## config.mk

```make
export PLATFORM = sky130hd
export DESIGN_NAME = pipe_stage_buf
export DESIGN_NICKNAME = d
export VERILOG_FILES = /design/src/rtl/pipe_stage_buf.sv
export SDC_FILE = /design/constraint.sdc
export NUM_CORES = 1
export LEC_CHECK = 0
export CORE_MARGIN = 10
export CORE_UTILIZATION = 45
export DETAILED_ROUTE_END_ITERATION = 6
export PLACE_DENSITY = 0.84
export SYNTH_ARGS = -nofsm -noshare
export SYNTH_HDL_FRONTEND = slang
export SYNTH_SLANG_ARGS = --single-unit
```

## constraint.sdc

```tcl
create_clock -name clock -period 3.1 [get_ports clock]
set_input_delay 0.31 -clock clock [delete_from_list [all_inputs] [get_ports clock]]
set_output_delay 0.31 -clock clock [all_outputs]
set_load 0.03 [all_outputs]
```

## src/rtl/pipe_stage_buf.sv

```systemverilog
// Valid/ready pipeline stage register with flush, stall and a saturating stall counter.
// Define PIPE_STAGE_SKID_EN to add a skid entry so in_ready no longer depends on out_ready.
module pipe_stage_buf #(
   parameter int DATA_W      = 64,
   parameter int ZERO_BUBBLE = 1,
   parameter int CNT_W       = 32
) (
   input  logic              clock,
   input  logic              reset,
   input  logic              flush,
   input  logic              stall,
   input  logic              in_valid,
   output logic              in_ready,
   input  logic [DATA_W-1:0] in_data,
   output logic              out_valid,
   input  logic              out_ready,
   output logic [DATA_W-1:0] out_data,
   output logic [1:0]        occupancy,
   output logic [CNT_W-1:0]  stall_cnt
);

   typedef enum logic [1:0] {
      EMPTY = 2'd0,
      ONE   = 2'd1,
      TWO   = 2'd2
   } state_t;

   localparam bit ZB = (ZERO_BUBBLE != 0);

   state_t            state;
   logic [DATA_W-1:0] main_data;
   logic              acc;
   logic              dq;
`ifdef PIPE_STAGE_SKID_EN
   logic [DATA_W-1:0] skid_data;
`endif

   assign out_valid = (state != EMPTY);
   assign out_data  = main_data;
   assign occupancy = {state == TWO, state == ONE};

`ifdef PIPE_STAGE_SKID_EN
   assign in_ready = ~reset & ~stall & (state != TWO);
`else
   assign in_ready = ~reset & ~stall & (~out_valid | out_ready);
`endif

   assign acc = in_valid & in_ready;
   assign dq  = out_valid & out_ready;

   // Flush outranks any transfer in the same cycle; invalidated payloads are zeroed when ZB is set.
   always_ff @(posedge clock) begin
      if (reset) begin
         state     <= EMPTY;
         main_data <= '0;
`ifdef PIPE_STAGE_SKID_EN
         skid_data <= '0;
`endif
      end else if (flush) begin
         state <= EMPTY;
         if (ZB) begin
            main_data <= '0;
`ifdef PIPE_STAGE_SKID_EN
            skid_data <= '0;
`endif
         end
      end else begin
         case (state)
            EMPTY: begin
               if (acc) begin
                  state     <= ONE;
                  main_data <= in_data;
               end
            end
            ONE: begin
               if (acc && dq) begin
                  main_data <= in_data;
               end else if (dq) begin
                  state <= EMPTY;
                  if (ZB) main_data <= '0;
               end
`ifdef PIPE_STAGE_SKID_EN
               else if (acc) begin
                  state     <= TWO;
                  skid_data <= in_data;
               end
`endif
            end
`ifdef PIPE_STAGE_SKID_EN
            TWO: begin
               if (dq) begin
                  state     <= ONE;
                  main_data <= skid_data;
                  if (ZB) skid_data <= '0;
               end
            end
`endif
            default: state <= EMPTY;
         endcase
      end
   end

   always_ff @(posedge clock) begin
      if (reset) begin
         stall_cnt <= '0;
      end else if (in_valid && !in_ready && (stall_cnt != '1)) begin
         stall_cnt <= stall_cnt + CNT_W'(1);
      end
   end

endmodule

```

==> run metrics, run 1 <==
number of max-cap violations 0; min cycle time layout 2.531 ns; Final ANT Viol Nets 0; Die Y 111.9 um; Critical Path Max Stage Delay around 0.73 ns; Hold WC Path Type register to register; fmax around 400 MHz; Placeable Area about 8200 um^2; post-cts gate resize count 0; internal power 0.001734 W; routability cong. 0.9353; hold_ws 0.4951 ns; met2 Resource Use GR 0.3143; post-synth net total roughly 490; clk slew on worst S/H paths around 0.090 ns; CTS Buffer Depth 2; H-tree depth 3; Cell Pwr Density between 300 and 400 nW/um^2; global route hottest layer met2; Worst-Margin Slew between 0.9 and 1 ns; routed vias slightly below 4000; drt drc 0; TritonCTS clock tree done; initial core utilization 0.4626; Max-Slew Margin vs Limit 0.3561; IO Port Bufs roughly 170; Yosys top cell by area dfxtp_1; synth top area cells dfxtp_1 (51%), a22oi_1 (13%), nor2_1 (7.3%); Area Overhead vs Synth 52.11%; Netlist cell types 43; maximum vdd drop 0.2918 mV; synthesized instance count roughly 420; HPWL after detailed placement about 9500 um; filler cell count approximately 600; part of the power in combinational logic 0.109; switching power about 0.00057 W; final WL between 10000 and 15000 um; register area share after synthesis 0.5109; setup bufs post-CTS 0; crit path cell chain clkdlybuf4s50_1, buf_4, nor3_1, clkdlybuf4s50_1; pin count of the biggest net entering global routing 66; TritonCTS buffer count 9; Setup TNS 0 ns; RSZ-0062 raised after global routing no; Max Slew Vio Count 0; WL/cell around 18 um; die width ~110 um; Worst Path Required approximately 2.8 ns; FF+latch area slightly below 2000 um^2; Startpoint Class primary input; Clock Latency Late Sink approximately 0.36 ns; ys flop type dfxtp_1; commonest non-fill, non-tap cell in the layout clkdlybuf4s50_1; total track usage 0.1903; cell area after synthesis around 3800 um^2; CP max-delay cell clkdlybuf4s50_1; register bit count reported by yosys between 90 and 100; initial antenna violation count 0; Hold Violations, Final 0; dpl ws about 0.54 ns; area of the multi-input gates roughly 1700 um^2; fraction of registers with async set/reset 0; most used cell, CP clkdlybuf4s50_1; DR pass1 iterations 5; layout cell share with drive strength beyond 1 0.06724; Ys Warns 0; Leakage Power about 1.9 nW; GR Overflow Total 0; root buffer cell clkbuf_8; crit share post-route 0.8165; global-route wire length before repair ~20000 um; Mean Syn Cell Area about 9 um^2; final setup fails 0; worst-case clock skew 0.007498 ns; via density per instance 5.695; met1 usage 0.1949; post-synth top area share 0.5109; outcome complete, no violations; EDFF count, synth 0; cts hold-fix bufs 0; clock network fraction of total power 0.340; register share of total power 0.551; Crit Path Max Fanout 12; Die Area ~13000 um^2; Net Sw Frac 0.2484; First DRT Iteration DRCs approximately 200; # diodes 0; fin nets between 600 and 700; M3 GR Usage 0.1181; num rows 33; CP endpoint kind output port; IO Pins 170; most frequent cells in the layout clkdlybuf4s50_1 (168), dfxtp_1 (97), nor2_1 (74); final setup margin 0.5687 ns; critical path arrival ~2.2 ns; Clock Sinks 97; Setup CP Type primary input to output port; vias in the first global route 3817
sequential cells by signal, indices dropped and copies added (netlist names):
name and flops:
out_data 64, stall_cnt 32, state 1
worst max-delay path: cells and delay by family:
kind | cells | cell delay, ns
buffers and inverters | 3 | 1.67
and+or+nand+nor | 1 | 0.24
synthesized netlist by cell type, types with 3 or more instances:
| library cell | count |
|---|---|
| nand2_1 | 13 |
| dfxtp_1 | 97 |
| a21oi_1 | 26 |
| o31ai_1 | 15 |
| nor2_1 | 74 |
| and2_1 | 3 |
| xor2_1 | 3 |
| nand3_1 | 11 |
| nor4_1 | 3 |
| or3_1 | 10 |
| buf_2 | 3 |
| clkbuf_1 | 24 |
| or4_1 | 13 |
| inv_1 | 4 |
| a22oi_1 | 64 |
| nor3_1 | 3 |
| o21ai_0 | 11 |
| nand4_1 | 7 |
layer usage:
layer  wire [um]  up-vias  share of wire
met1        4593     1862           0.36
met5           0        -              0
li1            -     1860              -
met2        6045      165           0.48
met4         156        0          0.012
met3        1794       14           0.14
kinds of logic after synthesis:
| kind of cell | share of synthesized area |
|---|---|
| XOR/XNOR | 0.006914 |
| AO/OA/AOI/OAI | 0.2159 |
| flip-flops | 0.5109 |
| buffers and inverters | 0.03653 |
| other | 0.0009865 |
| AND/OR/NAND/NOR | 0.2169 |
| multiplexers | 0.008558 |
| adder cells (fa/ha/maj) | 0.003291 |
power groups by stage:
stage	clock (W)	sequential (W)	combinational, W
after floorplan	0	0.00133	0.0000793
after global placement	0	0.00130	0.000246
after detailed placement	0	0.00130	0.000252
after CTS	0.000804	0.00127	0.000253
after global routing	0.000843	0.00127	0.000270
final	0.000785	0.00127	0.000252
stage by stage:
step,utilization,std cells,cell area [um^2],total power [W]
floorplan,-,418,3801,0.001404
detailed placement,0.6807,669,5593,0.001551
CTS,0.7037,685,5782,0.002327
global placement,0.6807,669,5593,0.001544
finish,0.7037,685,5782,0.002307
global route,0.7037,685,5782,0.002386
path summary, 6_finish.rpt:
path | depth (start not counted) | from | slack, ns | end
max | 4 | reset | 0.57 | in_ready
min | 2 | stall_cnt[13] | 0.50 | stall_cnt[13]
max reg2reg | 5 | state[0] | 0.85 | stall_cnt[25]
min reg2reg | 2 | stall_cnt[13] | 0.50 | stall_cnt[13]
area by class of cell:
class,instances,share of cell area
clock buffer,11,0.02618
clock inverter,5,0.006492
inverter,4,0.002597
multi-input combinational,287,0.3006
sequential,97,0.3359
tap,105,0.02272
timing repair buffer,176,0.3056
Note: power is estimated with default switching activity, not from simulation.
==> run 2, diff against run 1 <==
- CORE_UTILIZATION: 45 -> 42
- PLACE_DENSITY: 0.84 -> 0.8
- clock period: 3.1 -> 2.6 ns (I/O delays scaled with it)
==> run metrics, run 2 (synthesis gave the netlist of run 1 again) <==
CTS Buffer Depth 2 (unchanged); worst r2r dst stall_cnt[25] (unchanged); Max-Slew Margin vs Limit 0.5484 (was 0.3561); switching power 0.0006983 W (was 0.0005729 W); num rows 34 (was 33); fin nets 649 (was 646); # diodes 0 (unchanged); critical path arrival 2.46 ns (was 2.22 ns); Max Slew Vio Count 0 (unchanged); IO Port Bufs 168 (unchanged); register share of total power 0.552 (was 0.551); critical path launch point state[0] (was reset); Clock Sinks 97 (unchanged); routed vias 3847 (was 3901); Final ANT Viol Nets 0 (unchanged); die width 115.1 um (was 111.9 um); Startpoint Class register (was primary input); Layout Utilization 0.6628 (was 0.7037); drt drc 0 (unchanged); layout cell share with drive strength beyond 1 0.07376 (was 0.06724); post-cts gate resize count 0 (unchanged); Reg-to-Reg Start state[0] (unchanged); flop-to-flop setup slack 0.39 ns (was 0.85 ns); vias in the first global route 3916 (was 3817); Worst Path Required 2.85 ns (was 2.79 ns); via density per instance 5.567 (was 5.695); R2R depth 5 (unchanged); crit share post-route 0.8491; final WL 12600 um (was 12590 um); Layout Cells excl Fill 691 (was 685); Leakage Power 1.920 nW (was 1.896 nW); final setup fails 0 (unchanged); maximum vdd drop 0.2970 mV (was 0.2918 mV); IO Pins 170 (unchanged); pin count of the biggest net entering global routing 65 (was 66); Die Area 13260 um^2 (was 12520 um^2); max reg flops 64 (unchanged); clock network fraction of total power 0.337 (was 0.340); Crit Path Max Fanout 9 (was 12); Hold Violations, Final 0 (unchanged); outcome complete, no violations (unchanged); TritonCTS buffer count 9 (unchanged); Setup TNS 0 ns (unchanged); Worst-Margin Slew 0.6745 ns (was 0.9537 ns); Setup CP Type register to register (was primary input to output port); CP endpoint stall_cnt[25] (was in_ready); Clock Latency Late Sink 0.36 ns (about the same); commonest non-fill, non-tap cell in the layout clkdlybuf4s50_1 (unchanged); number of max-cap violations 0 (unchanged); dpl ws 0.1263 ns (was 0.5400 ns); routability cong. 0.9055 (was 0.9353); cts hold-fix bufs 0 (unchanged); clk slew on worst S/H paths 0.09 ns (about the same); min cycle time layout ~2.2 ns; most frequent cells in the layout clkdlybuf4s50_1 (167), dfxtp_1 (97), nor2_1 (74) (was clkdlybuf4s50_1 (168), dfxtp_1 (97), nor2_1 (74)); placed insts 675 (was 669); CP endpoint kind register (was output port); Die Y 115.1 um (was 111.9 um); Net Sw Frac 0.2548 (was 0.2484); Placeable Area 8763 um^2 (was 8217 um^2); WL/cell 18.23 um (was 18.38 um); Area Overhead vs Synth 52.80% (was 52.11%); final setup margin 0.3924 ns (was 0.5687 ns); H-tree depth 3 (unchanged); worst-case clock skew 0.009655 ns (was 0.007498 ns); HPWL after detailed placement 9357 um (was 9455 um); TritonCTS clock tree done (unchanged); part of the power in combinational logic 0.111 (was 0.109); initial core utilization 0.4338 (was 0.4626); setup bufs post-CTS 0 (unchanged); internal power 0.002043 W (was 0.001734 W); initial antenna violation count 0 (unchanged); total track usage 0.1868 (was 0.1903); Hold WC Path Type register to register (unchanged); global-route wire length before repair 20220 um (was 19990 um); GR Overflow Total 0 (unchanged); First DRT Iteration DRCs 209 (was 198); fmax between 400 and 500 MHz; DR pass1 iterations 6 (was 5); Cell Pwr Density 471.9 nW/um^2 (was 399.0 nW/um^2); RSZ-0062 raised after global routing no (unchanged); Pwr Total 0.002741 W (was 0.002307 W); root buffer cell clkbuf_8 (unchanged)
run 2: cell count changes in the layout (fill, tap and decap cells not counted):
cell             delta
clkinvlp_4          -2
clkinv_2            +2
clkinv_4            +1
clkdlybuf4s50_1     -1
buf_4               +3
buf_12              +1
clkbuf_8            -1
run 2: routing by layer:
metal,vias up,track usage,part of all wire
met3,12,0.1073,0.14
met1,1827,0.2070,0.38
met5,-,0,0
met2,149,0.2954,0.47
met4,0,0.06188,0.013
li1,1859,-,-
run 2: layout make-up:
class | instances | area (um^2)
Tap cell | 108 | 135.1
Fill cell | 716 | 2955
Timing Repair Buffer | 179 | 1799
Sequential cell | 97 | 1942
Inverter | 4 | 15.01
Clock buffer | 10 | 137.6
Clock inverter | 6 | 41.29
Multi-Input combinational cell | 287 | 1738
run 2: critical path: stages (launching register included):
cell and delay (ns):
dfxtp_1 0.43, nor2b_1 0.38, o311a_1 0.30, nand3_1 0.27
nor4b_1 0.35, mux2_2 0.37
run 2: power by group through the flow:
| stage | logic [W] | registers, W | clock network, W |
|---|---|---|---|
| floorplan | 0.0000946 | 0.00158 | 0 |
| global placement | 0.000298 | 0.00155 | 0 |
| detailed placement | 0.000304 | 0.00155 | 0 |
| CTS | 0.000306 | 0.00151 | 0.000942 |
| global route | 0.000328 | 0.00152 | 0.00101 |
| finish | 0.000304 | 0.00151 | 0.000924 |
run 2: metrics by stage:
step           cell area, um^2  hold slack, ns
5_1_grt                   5808          0.5092
6_report                  5808          0.5049
3_5_place_dp              5629          0.4860
4_1_cts                   5808          0.5013
3_3_place_gp              5629          0.4744
2_1_floorplan             3801          0.4226
run 2: how the worst min path moves through the flow:
| stage | start | end | slack, ns | cells past startpoint |
|---|---|---|---|---|
| 3_5_place_dp | stall_cnt[13] | stall_cnt[13] | 0.49 | 2 |
| 6_report | out_data[11] | out_data[11] | 0.50 | 2 |
| 3_3_place_gp | stall_cnt[13] | stall_cnt[13] | 0.47 | 2 |
| 2_1_floorplan | in_data[0] | out_data[0] | 0.42 | 2 |
| 4_1_cts | stall_cnt[13] | stall_cnt[13] | 0.50 | 2 |
| 5_1_grt | stall_cnt[13] | stall_cnt[13] | 0.51 | 2 |
==> run 3, diff against run 2 <==
- clock period: 2.6 -> 2.2 ns (I/O delays scaled with it)
==> run metrics, run 3 (synthesis gave the netlist of run 1 again) <==
routability cong. 0.9156 (was 0.9055); flop-to-flop setup slack 0.14 ns (was 0.39 ns); critical path arrival 2.33 ns (was 2.46 ns); TritonCTS clock tree done (unchanged); clk slew on worst S/H paths 0.10 ns (was 0.09 ns); cts hold-fix bufs 0 (unchanged); TritonCTS buffer count 9 (unchanged); Final ANT Viol Nets 0 (unchanged); max reg flops 64 (unchanged); DR pass1 iterations 5 (was 6); # diodes 0 (unchanged); Worst Path Required 2.48 ns (was 2.85 ns); FF+latch area 1943 um^2 (was 1942 um^2); switching power 0.0008088 W (was 0.0006983 W); Setup CP Type register to register (unchanged); crit path cell chain ha_1, and2_2, nand4_4, or4b_4, or3_1, a21oi_1 (was nor2b_1, o311a_1, nand3_1, nor4b_1, mux2_2); final setup fails 0 (unchanged); hold_ws 0.4994 ns (was 0.5049 ns); family with the most delay on the worst path simple AND/OR/NAND/NOR gates (unchanged); critical path launch point stall_cnt[1] (was state[0]); drt drc 0 (unchanged); instance count on the critical path 6 (was 5); final setup margin 0.1450 ns (was 0.3924 ns); Net Sw Frac 0.2442 (was 0.2548); commonest non-fill, non-tap cell in the layout clkdlybuf4s50_1 (unchanged); via density per instance 5.651 (was 5.567); pin count of the biggest net entering global routing 65 (unchanged); Crit Path Max Fanout 7 (was 9); worst-case clock skew 0.006282 ns (was 0.009655 ns); Cell Pwr Density 556.2 nW/um^2 (was 471.9 nW/um^2); IO Pins 170 (unchanged); HPWL after detailed placement 9566 um (was 9357 um); total track usage 0.1875 (was 0.1868); CP endpoint kind register (unchanged); R2R depth 6 (was 5); RSZ-0062 raised after global routing no (unchanged); root buffer cell clkbuf_8 (unchanged); Die Area 13260 um^2 (unchanged); CTS Buffer Depth 2 (unchanged); worst r2r dst stall_cnt[26] (was stall_cnt[25]); WL/cell 17.95 um (was 18.23 um); Reg-to-Reg Start stall_cnt[1] (was state[0]); IO Port Bufs 168 (unchanged); GR Overflow Total 0 (unchanged); fin nets 665 (was 649); Placeable Area 8763 um^2 (unchanged); min cycle time layout 2.055 ns (was 2.208 ns); Area Overhead vs Synth 56.65% (was 52.80%); Leakage Power 1.997 nW (was 1.920 nW); clock network fraction of total power 0.350 (was 0.337); crit share post-route 0.9341 (was 0.8491); global-route wire length before repair 20310 um (was 20220 um); die width 115.1 um (unchanged); First DRT Iteration DRCs 196 (was 209); num rows 34 (unchanged); area of the multi-input gates 1747 um^2 (was 1738 um^2); Clock Latency Late Sink 0.35 ns (was 0.36 ns); filler cell count 687 (was 716); Clock Sinks 97 (unchanged); internal power 0.002503 W (was 0.002043 W); Die Y 115.1 um (unchanged); routed vias 3995 (was 3847); vias in the first global route 4115 (was 3916); maximum vdd drop 0.3728 mV (was 0.2970 mV); part of the power in combinational logic 0.111 (about the same); Startpoint Class register (unchanged); final WL 12690 um (was 12600 um); initial antenna violation count 0 (unchanged); most frequent cells in the layout clkdlybuf4s50_1 (167), dfxtp_1 (96), nor2_1 (74) (was clkdlybuf4s50_1 (167), dfxtp_1 (97), nor2_1 (74)); layout cell share with drive strength beyond 1 0.1018 (was 0.07376); Critical Path Max Stage Delay 0.60 ns (was 0.43 ns); Max Slew Vio Count 0 (unchanged); CP max-delay cell or4b_4 (was dfxtp_1); fmax 486.6 MHz (was 453.0 MHz); register share of total power 0.539 (was 0.552); initial core utilization 0.4338 (unchanged); Hold Violations, Final 0 (unchanged); Hold WC Path Type primary input to register (was register to register); CP endpoint stall_cnt[26] (was stall_cnt[25]); dpl ws -0.05802 ns (was 0.1263 ns); outcome complete, no violations (unchanged); Buf/Inv on CP 0 (unchanged); number of max-cap violations 0 (unchanged); H-tree depth 3 (unchanged)
run 3: cell count changes in the layout (fill, tap and decap cells not counted), sizes merged:
cell      before  now
bufinv         0    1
clkinvlp       0    2
clkinv         4    2
buf           12   28
inv            6    5
run 3: power by group through the flow:
stage / combinational (W) / sequential [W] / clock (W)
after detailed placement: 0.000368 / 0.00183 / 0
final: 0.000367 / 0.00179 / 0.00116
after CTS: 0.000370 / 0.00179 / 0.00118
after global routing: 0.000394 / 0.00179 / 0.00126
after global placement: 0.000361 / 0.00183 / 0
after floorplan: 0.000112 / 0.00187 / 0
run 3: layout make-up:
class,instances,share of cell area
inverter,4,0.002522
timing repair buffer,195,0.3223
sequential,97,0.3263
multi-input combinational,287,0.2933
clock inverter,6,0.01135
clock buffer,10,0.02143
tap,108,0.02269
run 3: per-layer routing:
| layer | global-route usage | share of wire |
|---|---|---|
| met1 | 0.1928 | 0.35 |
| met2 | 0.3089 | 0.48 |
| met3 | 0.1156 | 0.15 |
| met4 | 0.06188 | 0.018 |
| met5 | 0 | 0 |
run 3: repair_timing:
action                     4_1_cts  5_1_grt
setup buffers                    0        2
gates resized for setup          0        3
setup endpoints to repair        0        6
run 3: per-stage QoR:
stage / setup TNS [ns] / utilization / instances / power (W) / area (um^2)
2_1_floorplan: 0 / - / 418 / 0.001979 / 3801
3_3_place_gp: -0.02043 / 0.6543 / 689 / 0.002187 / 5734
3_5_place_dp: -0.1377 / 0.6543 / 689 / 0.002195 / 5734
4_1_cts: 0 / 0.6766 / 705 / 0.003341 / 5929
5_1_grt: 0 / 0.6795 / 707 / 0.003446 / 5954
6_report: 0 / 0.6795 / 707 / 0.003312 / 5954
run 3: tightest hold or removal path, stage by stage:
cell and delay [ns]:
clkdlybuf4s50_1 0.45, a22oi_1 0.07, nor2_1 0.07
run 3: worst min path at each step:
stage / startpoint / to / slack (ns) / cells past startpoint
finish: in_data[41] / out_data[41] / 0.50 / 3
global route: in_data[50] / out_data[50] / 0.49 / 3
CTS: in_data[50] / out_data[50] / 0.49 / 3
detailed placement: out_data[19] / out_data[19] / 0.49 / 2
global placement: stall_cnt[13] / stall_cnt[13] / 0.47 / 2
floorplan: in_data[0] / out_data[0] / 0.38 / 2
